`src/rtl/nettlp_cmd_pkg.sv`:
```
// Shared NetTLP register-command FIFO word and opcode definitions.
package nettlp_cmd_pkg;

  localparam logic [7:0] NETTLP_OPC_REG_WR = 8'h01;
  localparam logic [7:0] NETTLP_OPC_REG_RD = 8'h02;

  typedef struct packed {
    logic [7:0]  opcode;
    logic [31:0] dwaddr;
    logic [31:0] data;
  } FIFO_NETTLP_CMD_T;

endpackage

```
`src/rtl/nettlp_cmd_arb.sv`:
```
// Round-robin sharing of the NetTLP register-command engine between NREQ
// command FIFOs, with one outstanding read and response routing/timeout.
module nettlp_cmd_arb
  import nettlp_cmd_pkg::*;
#(
  parameter int unsigned NREQ        = 2,
  parameter int unsigned RSP_TIMEOUT = 16
) (
  input  logic                        clk,
  input  logic                        rst_n,
  output logic [NREQ-1:0]             req_rd_en,
  input  logic [NREQ-1:0]             req_empty,
  input  FIFO_NETTLP_CMD_T [NREQ-1:0] req_dout,
  output logic                        core_wr_en,
  input  logic                        core_full,
  output FIFO_NETTLP_CMD_T            core_din,
  output logic                        core_rsp_rd_en,
  input  logic                        core_rsp_empty,
  input  FIFO_NETTLP_CMD_T            core_rsp_dout,
  output logic [NREQ-1:0]             rsp_wr_en,
  input  logic [NREQ-1:0]             rsp_full,
  output FIFO_NETTLP_CMD_T            rsp_din,
  output logic [15:0]                 stat_drop_cnt,
  output logic                        busy
);

  localparam int unsigned GW = (NREQ > 1) ? $clog2(NREQ) : 1;
  localparam int unsigned TW = $clog2(RSP_TIMEOUT);

  localparam logic [1:0] IDLE     = 2'd0;
  localparam logic [1:0] CMD_GAP  = 2'd1;
  localparam logic [1:0] WAIT_RSP = 2'd2;
  localparam logic [1:0] RSP_GAP  = 2'd3;

  logic [1:0]       state, state_nxt;
  logic [GW-1:0]    last_grant, last_grant_nxt;
  logic [GW-1:0]    owner, owner_nxt;
  logic [TW-1:0]    tmo_cnt, tmo_cnt_nxt;
  logic             rd_pend, rd_pend_nxt;
  logic [NREQ-1:0]  req_rd_en_nxt, rsp_wr_en_nxt;
  logic             core_wr_en_nxt, core_rsp_rd_en_nxt;
  FIFO_NETTLP_CMD_T core_din_nxt, rsp_din_nxt;
  logic             drop_inc;
  logic [15:0]      stat_drop_cnt_nxt;

  logic [NREQ-1:0]  elig;
  logic             found;
  logic [GW-1:0]    grant, cand;

  // Valid commands need engine FIFO room; bad opcodes are dropped regardless.
  always_comb begin
    for (int i = 0; i < int'(NREQ); i++) begin
      elig[i] = !req_empty[i] &&
                !(core_full && ((req_dout[i].opcode == NETTLP_OPC_REG_WR) ||
                                (req_dout[i].opcode == NETTLP_OPC_REG_RD)));
    end
  end

  // Rotating-priority search starting after the previous winner.
  always_comb begin
    found = 1'b0;
    grant = last_grant;
    cand  = last_grant;
    for (int k = 1; k <= int'(NREQ); k++) begin
      cand = GW'((int'(last_grant) + k) % int'(NREQ));
      if (!found && elig[cand]) begin
        found = 1'b1;
        grant = cand;
      end
    end
  end

  always_comb begin
    state_nxt          = state;
    last_grant_nxt     = last_grant;
    owner_nxt          = owner;
    tmo_cnt_nxt        = tmo_cnt;
    rd_pend_nxt        = rd_pend;
    req_rd_en_nxt      = '0;
    rsp_wr_en_nxt      = '0;
    core_wr_en_nxt     = 1'b0;
    core_rsp_rd_en_nxt = 1'b0;
    core_din_nxt       = core_din;
    rsp_din_nxt        = rsp_din;
    drop_inc           = 1'b0;
    case (state)
      IDLE: begin
        if (!core_rsp_empty) begin
          // Response with no read outstanding: discard it.
          core_rsp_rd_en_nxt = 1'b1;
          drop_inc           = 1'b1;
          rd_pend_nxt        = 1'b0;
          state_nxt          = CMD_GAP;
        end else if (found) begin
          last_grant_nxt       = grant;
          req_rd_en_nxt[grant] = 1'b1;
          rd_pend_nxt          = 1'b0;
          state_nxt            = CMD_GAP;
          case (req_dout[grant].opcode)
            NETTLP_OPC_REG_WR: begin
              core_wr_en_nxt = 1'b1;
              core_din_nxt   = req_dout[grant];
            end
            NETTLP_OPC_REG_RD: begin
              core_wr_en_nxt = 1'b1;
              core_din_nxt   = req_dout[grant];
              owner_nxt      = grant;
              tmo_cnt_nxt    = '0;
              rd_pend_nxt    = 1'b1;
            end
            default: drop_inc = 1'b1;
          endcase
        end
      end
      CMD_GAP: state_nxt = rd_pend ? WAIT_RSP : IDLE;
      WAIT_RSP: begin
        if (rsp_full[owner]) begin
          state_nxt = WAIT_RSP;
        end else if (!core_rsp_empty) begin
          core_rsp_rd_en_nxt   = 1'b1;
          rsp_wr_en_nxt[owner] = 1'b1;
          rsp_din_nxt          = core_rsp_dout;
          state_nxt            = RSP_GAP;
        end else if (tmo_cnt == TW'(RSP_TIMEOUT - 1)) begin
          drop_inc  = 1'b1;
          state_nxt = IDLE;
        end else begin
          tmo_cnt_nxt = tmo_cnt + TW'(1);
        end
      end
      RSP_GAP: state_nxt = IDLE;
      default: state_nxt = IDLE;
    endcase
    stat_drop_cnt_nxt = (drop_inc && (stat_drop_cnt != 16'hFFFF)) ?
                        stat_drop_cnt + 16'd1 : stat_drop_cnt;
  end

  always_ff @(posedge clk or negedge rst_n) begin
    if (!rst_n) begin
      state          <= IDLE;
      last_grant     <= GW'(NREQ - 1);
      owner          <= '0;
      tmo_cnt        <= '0;
      rd_pend        <= 1'b0;
      req_rd_en      <= '0;
      rsp_wr_en      <= '0;
      core_wr_en     <= 1'b0;
      core_rsp_rd_en <= 1'b0;
      core_din       <= '0;
      rsp_din        <= '0;
      stat_drop_cnt  <= '0;
      busy           <= 1'b0;
    end else begin
      state          <= state_nxt;
      last_grant     <= last_grant_nxt;
      owner          <= owner_nxt;
      tmo_cnt        <= tmo_cnt_nxt;
      rd_pend        <= rd_pend_nxt;
      req_rd_en      <= req_rd_en_nxt;
      rsp_wr_en      <= rsp_wr_en_nxt;
      core_wr_en     <= core_wr_en_nxt;
      core_rsp_rd_en <= core_rsp_rd_en_nxt;
      core_din       <= core_din_nxt;
      rsp_din        <= rsp_din_nxt;
      stat_drop_cnt  <= stat_drop_cnt_nxt;
      busy           <= (state_nxt != IDLE);
    end
  end

endmodule

```
`config.mk`:
```
export PLATFORM = sky130hd
export DESIGN_NAME = nettlp_cmd_arb
export DESIGN_NICKNAME = d
export VERILOG_FILES = /design/src/rtl/nettlp_cmd_pkg.sv /design/src/rtl/nettlp_cmd_arb.sv
export SDC_FILE = /design/constraint.sdc
export NUM_CORES = 1
export LEC_CHECK = 0
export ABC_AREA = 1
export ABC_CLOCK_PERIOD_IN_PS = 2060
export CELL_PAD_IN_SITES_DETAIL_PLACEMENT = 1
export CELL_PAD_IN_SITES_GLOBAL_PLACEMENT = 1
export CORE_MARGIN = 5
export CORE_UTILIZATION = 27
export CTS_CLUSTER_SIZE = 14
export DETAILED_ROUTE_END_ITERATION = 12
export GPL_TIMING_DRIVEN = 0
export PLACE_DENSITY_LB_ADDON = 0.1
export SETUP_SLACK_MARGIN = 0.1
export SYNTH_ARGS = -nofsm -noshare
export SYNTH_HDL_FRONTEND = slang
export SYNTH_SLANG_ARGS = --single-unit
```
`constraint.sdc`:
```
create_clock -name clk -period 2.06 [get_ports clk]
set_input_delay 0.515 -clock clk [delete_from_list [all_inputs] [get_ports clk]]
set_output_delay 0.515 -clock clk [all_outputs]
set_load 0.1 [all_outputs]
```
==> metrics.md, run 1 <==
| Metric | Value |
|---|---|
| Synth top area cells | dfrtp_1 55%, mux2_2 10%, mux2i_1 8.0%, nand2_1 7.9%, o21ai_1 3.1% |
| Worst-Skew Late Latency | 0.43 ns |
| Yosys warns | 0 |
| Req. time, crit path | ~2.4 ns |
| Detailed Route Iter0 Violations | 262 |
| TritonCTS clock tree | done |
| Max Fclk | 440 MHz |
| Total CTS buffers | 17 |
| Setup WS pre-CTS | -1.21 ns |
| H-tree depth | 4 |
| Ys async rst share | 1.00 |
| Yosys top cell area share | 0.548 |
| Cell with the most instances after synthesis | dfrtp_1 |
| Number of synthesized flops with an enable pin | 0 |
| Most used cell, CP | nand2_2 |
| Post-synthesis cell count | 751 |
| Total Power | 16.8 mW |
| Detail Placement HPWL | 22.3 mm |
| Outcome | finished with violations |
| Core ar. | a little under 0.03 sq mm |
| Final worst setup slack | -0.211 ns |
| Failing checks | negative setup slack |
| Sequential area share after synthesis | 0.552 |
| Hold_buf cts | 0 |
| Worst R2R Setup Slack | -0.20 ns |
| Pwr Density | 1160 mW/mm^2 |
| RSZ-0062 raised after global routing | yes |
| Crit-path max FO | 8 |
| Area leader, netlist | dfrtp_1 |
| Die Y | 182 um |
| # port buffers | 390 |
| Ports | between 300 and 400 |
| Yosys cell types | 32 |
| Starting density of the core | 0.272 |
| Vias | ~7200 |
| Bufs and invs on worst path | 7 |
| Initial antenna violation count | 1 |
| Final period util | 1.10 |
| Area growth syn-to-layout | 81.8% |
| CTS Buffer Depth | 2 |
| Worst setup EP type | flip-flop |
| Synth top cells by count | 175 x dfrtp_1, 168 x nand2_1, 72 x mux2_2 |
| Pin count of the biggest net entering global routing | between 100 and 150 |
| Routed Antenna Nets | 0 |
| Total Routed Length | ~30 mm |
| Worst path max stage delay | ~0.21 ns |
| Syn nets | 977 |
| Layout cells sized above 1 | 0.474 |
| GRT overflow | 0 |
| Max VDD drop | 0.531 mV |
| Max-cap violations | 0 |
| #FFs+latches synth | 176 |
| WL/cell | 18.8 um |
| Final Max Tran Viols | 0 |
| Clock sink count | 176 |
| Final setup viols | 82 |
| CP startpoint kind | input port |
| Clock Skew | 0.00804 ns |
| Synth Cell Area | 0.00799 sq mm |
| Ys flop type | dfrtp_1 |
| Fin crit period | roughly 2.3 ns |
| Rows | 63 |
| First-pass GRT wire length | around 47 mm |
| Critical path's top delay family | simple AND/OR/NAND/NOR gates |
| Pre-antenna DRT Iters | 4 |
| CTS root buffer | clkbuf_16 |
| Via/cell ratio | 4.43 |
| Die X-Extent | roughly 180 um |
| Clk slew on worst S/H paths | approximately 0.070 ns |
| Slowest-stage cell, CP | clkdlybuf4s15_2 |
| Layout Utilization | 0.494 |
| Reg-to-Reg Start | last_grant$_DFFE_PN1P_ |
| Rel. slew slack | 0.467 |
| Total track usage | 0.180 |
| Crit-path cells | clkdlybuf4s15_2, inv_2, nand2_2, nor2_4, nand3_4, nand3_4, nand2_8, buf_6, o21ai_4, nand2_2, nor2_4, nand2_4, nor2_8, inv_8, buf_8, buf_12, clkbuf_16, nand2_2, o21ai_1 |
| Vias in the first global route | 7832 |
| Final number of hold-violating endpoints | 0 |
| Worst min path class | input port to asynchronous set/reset pin |
| Residual DRC count | 0 |
| Lkg Pwr | 6.58 nW |
| Nets | 1443 |
| Routability Congestion | 0.763 |
| Critical path class | input port to flip-flop |
| Die area | 0.0331 sq mm |
| Fillers | 3152 |
| Arrival time of the worst setup path | between 2 and 3 ns |
| Measured slew at the worst slew-check pin | ~0.8 ns |
| CP Launch Point | req_dout[143] |
| Mean area per synthesized cell | between 10 and 15 sq um |
## cells in the final DEF, fill, tap and decap left out, types with 4 or more instances in the layout
cell / netlist / layout
buf_12: 0 / 7
buf_16: 0 / 6
buf_2: 6 / 41
buf_4: 1 / 35
buf_6: 9 / 18
buf_8: 0 / 7
clkbuf_16: 0 / 21
clkbuf_2: 0 / 9
clkbuf_4: 0 / 4
clkdlybuf4s15_2: 0 / 134
clkdlybuf4s18_2: 0 / 5
clkdlybuf4s50_1: 0 / 203
clkinvlp_4: 0 / 4
dfrtp_1: 175 / 163
dfrtp_2: 0 / 9
inv_1: 44 / 31
inv_2: 4 / 10
inv_8: 0 / 5
mux2_2: 72 / 72
mux2i_1: 64 / 62
nand2_1: 168 / 72
nand2_2: 7 / 71
nand2_4: 2 / 33
nand3_1: 36 / 26
nand3_2: 4 / 11
nor2_1: 29 / 20
nor2_2: 1 / 5
nor2_4: 0 / 5
nor3_1: 9 / 8
o21ai_1: 50 / 35
o21ai_2: 16 / 38
xor2_1: 12 / 12
## worst paths after layout
| kind | cells past startpoint | end |
|---|---|---|
| worst max-delay path | 19 | core_din[14]$_DFFE_PN0P_ |
| worst min register to register | 2 | core_din[41]$_DFFE_PN0P_ |
| min in group clk | 2 | core_din[41]$_DFFE_PN0P_ |
| max in group asynchronous | 2 | last_grant$_DFFE_PN1P_ |
| worst max register to register | 15 | core_din[14]$_DFFE_PN0P_ |
| worst min-delay path | 1 | core_din[35]$_DFFE_PN0P_ |
## worst register-to-register path, stage by stage, from the launching register on
cell and delay, ns:
dfstp_2 0.57, inv_4 0.06, nand3_4 0.14, nand2_8 0.09
buf_6 0.13, o21ai_4 0.11, nand2_2 0.08, nor2_4 0.14
nand2_4 0.09, nor2_8 0.15, inv_8 0.05, buf_8 0.13
buf_12 0.15, clkbuf_16 0.16, nand2_2 0.05, o21ai_1 0.06
## final cells by class
class                           count  area (sq um)  area share
Clock buffer                       19           453      0.0312
Inverter                           49           229      0.0158
Multi-Input combinational cell    494          3860       0.266
Tap cell                          390           488      0.0336
Clock inverter                     12           135     0.00930
Buffer                             31           342      0.0235
Antenna cell                        1          2.50    0.000172
Timing Repair Buffer              448          4590       0.316
Sequential cell                   176          4430       0.305
## routing by layer
metal	GRT usage	part of all wire	vias to the layer above	routed length, um
li1	-	-	3439	-
met2	0.335	0.56	155	17000
met1	0.210	0.39	3559	11900
met5	0	0	-	0
met3	0.0421	0.047	19	1430
met4	0.0426	0.0085	0	260
## registers in the layout, indices dropped and copies added (netlist names)
register and count:
core_din 72, rsp_din 72, req_rd_en 2, busy 1, core_wr_en 1, owner 1, core_rsp_rd_en 1, tmo_cnt 4
last_grant 1, rd_pend 1, stat_drop_cnt 16, rsp_wr_en 2, state 2
## report_power, final
group	total, mW	switching, mW	internal, mW
sequential	4.57	0.463	4.11
combinational	8.89	6.36	2.53
clock	3.32	1.47	1.85
total	16.8	8.29	8.49
## cells by family (layout without fill, tap and decap cells)
logic type               count (synthesis)  in the layout  synth area share
AND/OR/NAND/NOR                        263            263             0.142
flip-flops                             176            176             0.552
multiplexers                           136            136             0.182
buffers and inverters                   81            559            0.0482
AO/OA/AOI/OAI                           78             78            0.0569
XOR/XNOR                                15             15            0.0164
adder cells (fa/ha/maj)                  2              2           0.00313
other                                    0              1                 0
## repair_timing
item,4_1_cts,5_1_grt
cloned,7,3
gates resized for setup,721,156
endpoints found under the setup margin,340,170
pin swaps,25,23
setup buffers,39,10
## through the flow
step / hold slack (ns) / TNS (ns) / cell area, sq um / std cells
floorplan: 0.219 / -6.60 / 8150 / 751
global placement: 0.465 / -1499.46 / 12500 / 1531
detailed placement: 0.469 / -143.33 / 12600 / 1532
CTS: 0.154 / -16.32 / 14100 / 1609
global route: 0.188 / -21.64 / 14500 / 1620
finish: 0.138 / -13.76 / 14500 / 1620
No activity file was read; power rests on OpenSTA's default activity.
==> run 2, diff against run 1 <==
--- a/config.mk
+++ b/config.mk
@@ -5,8 +5,9 @@
 export SDC_FILE = /design/constraint.sdc
 export NUM_CORES = 1
 export LEC_CHECK = 0
-export ABC_AREA = 1
+export ABC_AREA = 0
 export ABC_CLOCK_PERIOD_IN_PS = 2060
+export CAP_MARGIN = 5
 export CELL_PAD_IN_SITES_DETAIL_PLACEMENT = 1
 export CELL_PAD_IN_SITES_GLOBAL_PLACEMENT = 1
 export CORE_MARGIN = 5
==> metrics.md, run 2 <==
| Metric | Value |
|---|---|
| Switching power of the nets | 7.13 mW (was 8.29 mW) |
| Combinational power share | 0.480 (was 0.530) |
| Arrival time of the worst setup path | 2.94 ns (was 2.59 ns) |
| Routed Antenna Nets | 0 (unchanged) |
| Worst-Skew Late Latency | 0.43 ns (about the same) |
| CP startpoint kind | input port (unchanged) |
| Yosys cell types | 46 (was 32) |
| Final number of hold-violating endpoints | 0 (unchanged) |
| CTS Buffer Depth | 2 (unchanged) |
| Yosys top cell area share | 0.581 (was 0.548) |
| Clk slew on worst S/H paths | 0.08 ns (was 0.07 ns) |
| Number of synthesized flops with an enable pin | 0 (unchanged) |
| Nets | 1323 (was 1443) |
| Sequential area share after synthesis | 0.584 (was 0.552) |
| Clock sink count | 176 (unchanged) |
| Cell with the most instances after synthesis | dfrtp_1 (unchanged) |
| Vias | 6887 (was 7172) |
| # port buffers | 390 (unchanged) |
| TritonCTS clock tree | done (unchanged) |
| #FFs+latches synth | 176 (unchanged) |
| Power share of the clock group | 0.229 (was 0.198) |
| Die X-Extent | 177 um (was 182 um) |
| Post-synthesis cell count | 627 (was 751) |
| Total Routed Length | 31.2 mm (was 30.5 mm) |
| Ys flop type | dfrtp_1 (unchanged) |
| Detailed Route Iter0 Violations | 240 (was 262) |
| Final setup viols | 100 (was 82) |
| WL/cell | 21.0 um (was 18.8 um) |
| Vias in the first global route | 7528 (was 7832) |
| Die area | 0.0314 sq mm (was 0.0331 sq mm) |
| Rel. slew slack | 0.554 (was 0.467) |
| CTS root buffer | clkbuf_16 (unchanged) |
| Total CTS buffers | 17 (unchanged) |
| Lkg Pwr | 6.49 nW (was 6.58 nW) |
| Outcome | finished with violations (unchanged) |
| Max Fclk | 387 MHz (was 440 MHz) |
| First-pass GRT wire length | 45.3 mm (was 46.5 mm) |
| Fillers | 2836 (was 3152) |
| Measured slew at the worst slew-check pin | 0.669 ns (was 0.799 ns) |
| Most frequent cells in the layout | 209 x clkdlybuf4s50_1, 171 x dfrtp_1, 132 x clkdlybuf4s15_2, 73 x mux2_2, 61 x mux2i_1 (was 203 x clkdlybuf4s50_1, 163 x dfrtp_1, 134 x clkdlybuf4s15_2, 72 x nand2_1, 72 x mux2_2) |
| Max VDD drop | 1.24 mV (was 0.531 mV) |
| Syn nets | 853 (was 977) |
| Ports | 391 (unchanged) |
| Final period util | 1.25 (was 1.10) |
| Total Power | 14.9 mW (was 16.8 mW) |
| Most common cell after layout, fill and taps aside | clkdlybuf4s50_1 (unchanged) |
| Starting density of the core | 0.272 (about the same) |
| Area growth syn-to-layout | 94.7% (was 81.8%) |
| H-tree depth | 4 (unchanged) |
| Clock Skew | 0.0169 ns (was 0.00804 ns) |
| Setup TNS | -43.26 ns (was -13.76 ns) |
| Final worst setup slack | -0.524 ns (was -0.211 ns) |
| Internal power | 7.78 mW (was 8.49 mW) |
| Worst setup EP type | flip-flop (unchanged) |
| Via/cell ratio | 4.62 (was 4.43) |
| Pin count of the biggest net entering global routing | 97 (was 101) |
| Max-cap violations | 0 (unchanged) |
| Total track usage | 0.188 (was 0.180) |
| Req. time, crit path | 2.42 ns (was 2.37 ns) |
| Setup WS pre-CTS | -1.70 ns (was -1.21 ns) |
| Core ar. | 0.0277 sq mm (was 0.0294 sq mm) |
| Pwr Density | 1020 mW/mm^2 (was 1160 mW/mm^2) |
| Mean area per synthesized cell | 12.0 sq um (was 10.6 sq um) |
| Residual DRC count | 0 (unchanged) |
| Initial antenna violation count | 2 (was 1) |
| Synth top cells by count | 175 x dfrtp_1, 79 x nor2_1, 75 x mux2_2 (was 175 x dfrtp_1, 168 x nand2_1, 72 x mux2_2) |
| Synth Cell Area | 0.00754 sq mm (was 0.00799 sq mm) |
| Switch share | 0.478 (was 0.494) |
| Ys async rst share | 1.00 (unchanged) |
| Routability Congestion | 0.762 (was 0.763) |
| Detail Placement HPWL | 22.5 mm (was 22.3 mm) |
| Synth top area cells | dfrtp_1 58%, mux2_2 11%, mux2i_1 8.6%, a21oi_1 4.5%, nor2_1 3.9% (was dfrtp_1 55%, mux2_2 10%, mux2i_1 8.0%, nand2_1 7.9%, o21ai_1 3.1%) |
| Yosys warns | 0 (unchanged) |
| Fin crit period | 2.58 ns (was 2.27 ns) |
| Seq pwr share | 0.292 (was 0.272) |
| Worst min path class | input port to asynchronous set/reset pin (unchanged) |
| Biggest regs | core_din (72), rsp_din (72), stat_drop_cnt (16) (unchanged) |
| Layout cells sized above 1 | 0.486 (was 0.474) |
| Crit-path max FO | 7 (was 8) |
| Final Max Tran Viols | 0 (unchanged) |
| Rows | 61 (was 63) |
| RSZ-0062 raised after global routing | yes (unchanged) |
| Critical path class | input port to flip-flop (unchanged) |
| GRT overflow | 0 (unchanged) |
| Failing checks | negative setup slack (unchanged) |
| Pre-antenna DRT Iters | 4 (unchanged) |
| Area leader, netlist | dfrtp_1 (unchanged) |
| Die Y | 177 um (was 182 um) |
[run 2: layout make-up]
type	count	area [sq um]	area share
Timing Repair Buffer	452	4820	0.329
Sequential cell	176	4410	0.300
Multi-Input combinational cell	410	3880	0.264
Tap cell	378	473	0.0322
Buffer	31	437	0.0298
Clock buffer	17	425	0.0290
Clock inverter	15	190	0.0130
Inverter	9	33.8	0.00230
Antenna cell	2	5.00	0.000341
[run 2: power by group through the flow]
stage	Combinational [mW]	Clock (mW)	Sequential (mW)
4_1_cts	6.94	3.53	4.31
3_3_place_gp	6.70	0	4.33
2_1_floorplan	1.25	0	7.81
5_1_grt	7.42	3.67	4.43
3_5_place_dp	6.74	0	4.35
6_report	7.15	3.41	4.35
[run 2: cells by family (layout without fill, tap and decap cells)]
group,count (synthesis),in the layout,share of synthesized area
AOI/OAI and AO/OA,101,101,0.0795
xor gates and xnor gates,16,16,0.0186
adders and majority gates,2,2,0.00332
buffers and inverters,41,524,0.0226
DFF,176,176,0.584
muxes,140,140,0.198
other,0,2,0
and+or+nand+nor,151,151,0.0934
[run 2: what timing repair did]
item                       in CTS  in global routing
cloned                          9                  4
resized for setup             686                197
setup endpoints to repair     340                145
pin swaps                      19                 31
hold buffers                    0                  0
buffers inserted               37                 13
[run 2: worst paths after layout]
| check | start | endpoint | slack (ns) | cells after the start |
|---|---|---|---|---|
| setup / recovery | req_dout[68] | core_din[33]$_DFFE_PN0P_ | -0.52 | 11 |
| hold / removal | rst_n | rsp_din[26]$_DFFE_PN0P_ | 0.04 | 1 |
| setup reg to reg | last_grant$_DFFE_PN1P_ | core_din[33]$_DFFE_PN0P_ | -0.47 | 10 |
| hold reg to reg | core_din[67]$_DFFE_PN0P_ | core_din[67]$_DFFE_PN0P_ | 0.50 | 1 |
| max in group asynchronous | rst_n | core_din[9]$_DFFE_PN0P_ | 1.06 | 2 |
| min in group clk | req_dout[64] | core_din[64]$_DFFE_PN0P_ | 0.43 | 3 |
[run 2: stage by stage]
step	instance area (sq um)	util	std cells	hold WS [ns]
after global placement	12000	0.434	1395	0.477
after global routing	14700	0.530	1490	0.0883
after detailed placement	12100	0.436	1396	0.485
after CTS	14000	0.505	1474	0.0720
after floorplan	7660	-	627	0.219
final	14700	0.530	1490	0.0410
[run 2: worst max-delay path, stage by stage]
cell and delay, ns:
buf_6 0.09, or4_4 0.53, or4_4 0.53, a31o_4 0.28, a211oi_4 0.26, buf_6 0.18
buf_12 0.15, buf_12 0.13, buf_16 0.13, nor2_2 0.03, a21oi_1 0.11
[run 2: layer usage]
layer	GRT usage	vias up	part of all wire
li1	-	3184	-
met3	0.0714	21	0.094
met2	0.341	255	0.52
met1	0.209	3427	0.37
met4	0.0442	0	0.015
met5	0	-	0
==> run 3, diff against run 2 <==
--- a/config.mk
+++ b/config.mk
@@ -12,7 +12,6 @@
 export CELL_PAD_IN_SITES_GLOBAL_PLACEMENT = 1
 export CORE_MARGIN = 5
 export CORE_UTILIZATION = 27
-export CTS_CLUSTER_SIZE = 14
 export DETAILED_ROUTE_END_ITERATION = 12
 export GPL_TIMING_DRIVEN = 0
 export PLACE_DENSITY_LB_ADDON = 0.1
==> results of run 3 <==
No change in the layout: final DEF, timing and power equal those of run 2.
